File: src/rtl/aes_key_sched_ctrl.sv
// AES key-schedule sequencer: steps 4 columns per round for NROUNDS rounds,
// stalls on missing randomness, and drives the round-constant unit strobes.
module aes_key_sched_ctrl #(
  parameter int unsigned NROUNDS = 10,
  parameter int unsigned NCOLS   = 4
) (
  input  logic       clk,
  input  logic       rst,
  input  logic       in_valid,
  input  logic       in_inverse,
  output logic       in_ready,
  input  logic       rnd_valid,
  input  logic       abort,
  output logic       out_valid,
  input  logic       out_ready,
  output logic       col_en,
  output logic [1:0] col_idx,
  output logic [3:0] round_idx,
  output logic       last_round,
  output logic       rcon_init,
  output logic       rcon_update,
  output logic       rcon_mask,
  output logic       rcon_inverse
);

  localparam logic [1:0] LAST_COL   = 2'(NCOLS - 1);
  localparam logic [3:0] LAST_ROUND = 4'(NROUNDS - 1);

  typedef enum logic [1:0] {
    IDLE,
    RUN,
    DONE
  } state_e;

  state_e     state_q, state_d;
  logic [1:0] col_q, col_d;
  logic [3:0] round_q, round_d;
  logic       inv_q, inv_d;

  logic in_idle, in_run, in_done;
  logic step, col_wrap, round_last;

  // Strobes are decoded from state and live inputs: the datapath and the
  // round-constant unit act on them in the same cycle they are requested.
  always_comb begin
    in_idle    = !rst && (state_q == IDLE);
    in_run     = !rst && (state_q == RUN);
    in_done    = !rst && (state_q == DONE);
    col_wrap   = (col_q == LAST_COL);
    round_last = (round_q == LAST_ROUND);
    step       = in_run && rnd_valid && !abort;

    in_ready     = in_idle;
    out_valid    = in_done;
    col_en       = step;
    rcon_mask    = step && (col_q == 2'd0);
    rcon_update  = step && col_wrap && !round_last;
    rcon_init    = in_idle && in_valid;
    last_round   = in_run && round_last;
    col_idx      = rst ? 2'd0 : col_q;
    round_idx    = rst ? 4'd0 : round_q;
    // In IDLE the direction comes straight from the request so the
    // init pulse loads the right constant before the latch takes effect.
    rcon_inverse = rst ? 1'b0 : ((state_q == IDLE) ? in_inverse : inv_q);
  end

  // NOTE: every next-state variable gets its hold value first, so no path
  // through the case below can leave one unassigned and infer a latch.
  always_comb begin
    state_d = state_q;
    col_d   = col_q;
    round_d = round_q;
    inv_d   = inv_q;
    unique case (state_q)
      IDLE: begin
        if (in_valid) begin
          state_d = RUN;
          col_d   = 2'd0;
          round_d = 4'd0;
          inv_d   = in_inverse;
        end
      end
      RUN: begin
        if (abort) begin
          state_d = IDLE;
          col_d   = 2'd0;
          round_d = 4'd0;
        end else if (rnd_valid) begin
          col_d = col_q + 2'd1;
          if (col_wrap) begin
            if (round_last) state_d = DONE;
            else            round_d = round_q + 4'd1;
          end
        end
      end
      DONE: begin
        if (abort) begin
          state_d = IDLE;
          col_d   = 2'd0;
          round_d = 4'd0;
        end else if (out_ready) begin
          state_d = IDLE;
        end
      end
      default: state_d = IDLE;
    endcase
  end

  // NOTE: reset is sampled on the clock edge only (synchronous), and state
  // updates use non-blocking assignments so all registers see the old values.
  always_ff @(posedge clk) begin
    if (rst) begin
      state_q <= IDLE;
      col_q   <= 2'd0;
      round_q <= 4'd0;
      inv_q   <= 1'b0;
    end else begin
      state_q <= state_d;
      col_q   <= col_d;
      round_q <= round_d;
      inv_q   <= inv_d;
    end
  end

endmodule

File: config.mk
export PLATFORM = sky130hd
export DESIGN_NAME = aes_key_sched_ctrl
export DESIGN_NICKNAME = d
export VERILOG_FILES = /design/src/rtl/aes_key_sched_ctrl.sv
export SDC_FILE = /design/constraint.sdc
export NUM_CORES = 1
export LEC_CHECK = 0
export CORE_UTILIZATION = 46
export CTS_CLUSTER_DIAMETER = 100
export DETAILED_ROUTE_END_ITERATION = 12
export GPL_ROUTABILITY_DRIVEN = 0
export PLACE_DENSITY = 0.83
export SLEW_MARGIN = 20
export SYNTH_ARGS = -nofsm -noshare
export SYNTH_HDL_FRONTEND = slang
export SYNTH_SLANG_ARGS = --single-unit
File: constraint.sdc
create_clock -name clk -period 2.2 [get_ports clk]
set_input_delay 0.55 -clock clk [delete_from_list [all_inputs] [get_ports clk]]
set_output_delay 0.55 -clock clk [all_outputs]
set_load 0.03 [all_outputs]
* Word level (Yosys, flattened, before mapping)
Index checks and enable logic that the tools add are counted.
Storage, ports and cells: memories kept 0, bits in latches 0, flip-flop bits (word level) 9, memory bits (read-only) 0, memory bits (writable) 0
Operators by class: order comparisons 0, equal/unequal tests 11, multiply operators 0, shift operators 0, add/sub/neg operators 2, multiplexer cells 24, divide/modulo/power cells 0, reduce and logical (&&, ||, !) cells 20, bitwise logic cells 0
Operator list (count):
- two-way mux 4 bit | 7
- two-way mux 2 bit | 12
- != test 3 bit, second input constant | 5
- case mux 2 bit (3 select lines) | 2
- case mux 4 bit (3 select lines) | 1
- logical AND 1 bit | 10
- AND reduction 6 bit | 1
- AND reduction 5 bit | 1
- adder 4 x 1 -> 4 bit, second input constant | 1
- equality test 2 bit, second input constant | 2
- equality test 4 bit, second input constant | 1
- logical NOT 2 bit | 2
- != test 2 bit, second input constant | 2
- AND reduction 4 bit | 1
- logical NOT 1 bit | 3
- nonzero test 3 bit | 1
- adder 2 x 1 -> 2 bit, second input constant | 1
- equality test 2 x 1 -> 1 bit, second input constant | 1
- two-way mux 1 bit | 2
- AND reduction 2 bit | 1

* Logic depth before layout (Yosys ltp)
depth after elaboration 6, mapped depth 6

* Least setup slack after synthesis
OpenSTA, ideal clock, no wires.
kind input to output, start point in rst, end point out rcon_init, data arrival time 1644 ps, stages 2, path buffers 0, slack 6 ps, cells stage by stage nor3_1 and2_1
On the way: word-level cells in the longest chain between the ends 3
RTL lines:
- from (decl) | line 8 | input logic rst,
- logical NOT 1 bit | line 46 | in_idle = !rst && (state_q == IDLE);
- logical AND 1 bit | line 46
- logical AND 1 bit | line 58 | rcon_init = in_idle && in_valid;
- to (decl) | line 20 | output logic rcon_init,
No other way between the ends.

* Worst setup path in the final report
start point in rst, end point out rcon_mask
On the way: word-level cells in the longest chain between the ends 5
RTL lines:
- logical NOT 1 bit | line 47 | in_run = !rst && (state_q == RUN);
- logical AND 1 bit | line 47
- logical AND 1 bit (2 in a row) | line 51 | step = in_run && rnd_valid && !abort;
- logical AND 1 bit | line 56 | rcon_mask = step && (col_q == 2'd0);
- to (decl) | line 22 | output logic rcon_mask,
No other way between the ends.

==> impl_metrics.csv <==
group,metric,value,unit
outcome,status,"finished, final reports clean",
timing,finalCritPeriodShare,98.3,%
yosys,post_synth.cell_area_avg,7.81,um^2
place,numPortBuffers,20,
detailed_routing,drt-initial-drc-count,7,
min_path,hold_path.class,"reg2reg",
yosys,synth_nets,90,
clock_network,root_buffer,"clkbuf_4",
yosys,synth_enable_flop_cells,0,
timing,tightest_slew,0.379,ns
yosys,synthCells,79,
clock_network,cts.sinks,9,
yosys,syn_area,617,um^2
timing,rsz0062_at_grt,"true",
final_layout,final_util,76.6,%
grt,grt_usage,25.4,%
worst_setup_path,crit_fanout,4,
grt,grt_pass1_vias,584,
timing,max-slew-margin-rel,74.7,%
detailed_routing,first_pass_iters,2,
final_layout,diodes,0,
clock_network,worstSkewPairLatency,0.27,ns
yosys,synth_top_area_share,29.2,%
timing,maxSlewViolCount,0,
grt,grt_pass1_wl,2560,um
detailed_routing,drc_errors,0,
worst_setup_path,cp.arrival,1.61,ns
yosys,synthTopCellsByCount,"dfxtp_1 (9), nor2_1 (8), inv_1 (7)",
worst_setup_path,criticalPathCategory,"in2out",
detailed_routing,vias_per_cell,5.54,
detailed_routing,wl_per_cell,12.9,um
yosys,yosysUniqueCellTypes,28,
place,dp_hpwl,1130,um
yosys,synth_area_leader_cell,"dfxtp_1",
place,dp_slack,-0.0309,ns
place,post_dp_cell_area,837,um^2
yosys,synth-main-ff-cell,"dfxtp_1",
detailed_routing,route.met3.wl,69,um
worst_setup_path,path_cells,"clkdlybuf4s50_1 -> nor2_2 -> nand3_2 -> inv_2 -> and2_1 -> buf_6",
final_layout,syn2layout_area_growth,45.4,%
power,ir_worst_vdd,0.350,mV
detailed_routing,vias,676,
timing,setup_slack,0.0374,ns
final_layout,final_area,897,um^2
die,die_width,38.6,um
yosys,yosysWarnings,0,
clock_network,cts_tree,"yes",
die,core,1170,um^2
final_layout,nNetsFinal,120,
timing,hold_viol,0,
timing,min_period,2.16,ns
yosys,yosys-top-cells-area,"dfxtp_1 (29%), ha_1 (8.1%), nor2b_1 (5.1%), nor2_1 (4.9%), inv_1 (4.3%)",
detailed_routing,route.met2.wl,760,um
worst_setup_path,worst-path-buf-inv,3,
worst_setup_path,startpoint_type,"primary input",
grt,overflow,0,
detailed_routing,antenna_left,0,
clock_network,cts_max_level,1,
timing,holdWs,0.450,ns
detailed_routing,route.top_layer_used,"met4",
detailed_routing,wl_met1,728,um
timing,clock_skew,0.00271,ns
die,die_y,38.6,um
yosys,ys_async_sr_fraction,0,%
power,p_leak,0.401,nW
worst_setup_path,path_delay_family,"buffers and inverters",
die,num_rows,12,
worst_setup_path,cp_data_required_time,1.65,ns
clock_network,clk_pin_slew_worst_paths,0.06,ns
detailed_routing,routed_wl,1570,um
power,p_per_area,424,nW/um^2
timing,setup_viol,0,
timing,fmax,462,MHz
clock_network,clockBufferDepth,2,
grt,grt_antenna_before_repair,0,
clock_network,cts_buffers,3,
final_layout,drive_gt1_share,33.3,%
worst_setup_path,critical_path.max_stage_delay,0.43,ns
worst_setup_path,end_kind,"primary output",
yosys,yosysSeqAreaShare,29.2,%
die,initial_core_util,52.7,%
yosys,yosysMostFrequentCell,"dfxtp_1",
flow_run,drv_cap,0,
grt,grt_start_max_net_pins,12,
die,die-area,1490,um^2
yosys,synth_seq_cells,9,
die,ioPinCount,21,
worst_setup_path,slowest_stage,"clkdlybuf4s50_1",
[worst paths after layout]
check                                              from                       to  slack [ns]  cells after the start
worst max-delay path                                rst                rcon_mask        0.04                      6
worst min-delay path                 inv_q$_SDFFE_PP0P_       inv_q$_SDFFE_PP0P_        0.45                      2
worst max register to register  state_q[0]$_SDFFE_PP0P_  round_q[1]$_SDFFE_PP0P_        0.49                      6
worst min register to register       inv_q$_SDFFE_PP0P_       inv_q$_SDFFE_PP0P_        0.45                      2
[flip-flops by register name, summed over array words and instances (netlist names)]
| signal | flops |
|---|---|
| state_q | 2 |
| inv_q | 1 |
| round_q | 4 |
| col_q | 2 |
[metrics by stage]
step	total power [mW]	instances	setup TNS, ns
floorplan	0.210	79	0
global placement	0.246	117	-0.00966
detailed placement	0.247	117	-0.0309
CTS	0.383	121	0
global route	0.397	122	-0.0351
finish	0.380	122	0
[per-layer routing]
layer / track usage, % / up-vias
li1: - / 337
met1: 32.4 / 326
met2: 40.0 / 11
met3: 8.67 / 2
met4: 7.76 / 0
met5: 0 / -
[cell type report]
cell class,count,area [um^2]
flip-flops and latches,9,180
inverters,7,26.3
repair buffers,28,244
multi-input cells,60,403
fillers,83,274
clock buffers,4,26.3
well taps,14,17.5
[what timing repair did]
item | 4_1_cts | 5_1_grt
pin swaps | 0 | 1
setup endpoints to repair | 1 | 3
setup buffers | 0 | 1
hold buffers | 0 | 0
resized for setup | 2 | 7
[cells in the final DEF (no fill, tap or decap), drive strengths merged]
master and instances:
a21oi 5, a221o 1, a31oi 1, and2 2
and2b 1, and3 1, and3b 1, buf 22
clkbuf 4, clkdlybuf4s50 5, dfxtp 9, dlymetal6s2s 1
ha 4, inv 7, nand2 6, nand2b 1
nand3 3, nand3b 1, nand4 2, nor2 8
nor2b 5, nor3 4, o21ai 5, o22a 1
o31ai 2, o41ai 3, or2b 1, or3b 1
or4 1
[power by group]
part	total (mW)	internal (mW)	leakage (nW)	switching, mW
Combinational	0.0772	0.0379	0.313	0.0392
Sequential	0.171	0.166	0.0730	0.00445
Clock	0.133	0.0702	0.0150	0.0624
Total	0.380	0.274	0.401	0.106
[worst min-delay path, stage by stage (launching register included)]
cell and delay, ns:
dfxtp_1 0.31, nand2_1 0.05, a21oi_1 0.05
[cells by family after synthesis]
logic type / Yosys count / synth area share [%]
fa+ha+maj: 4 / 8.11
simple gates: 38 / 33.7
buf+inv: 10 / 8.72
compound gates: 18 / 20.3
flops: 9 / 29.2
Note: power is estimated with default switching activity, not from simulation.
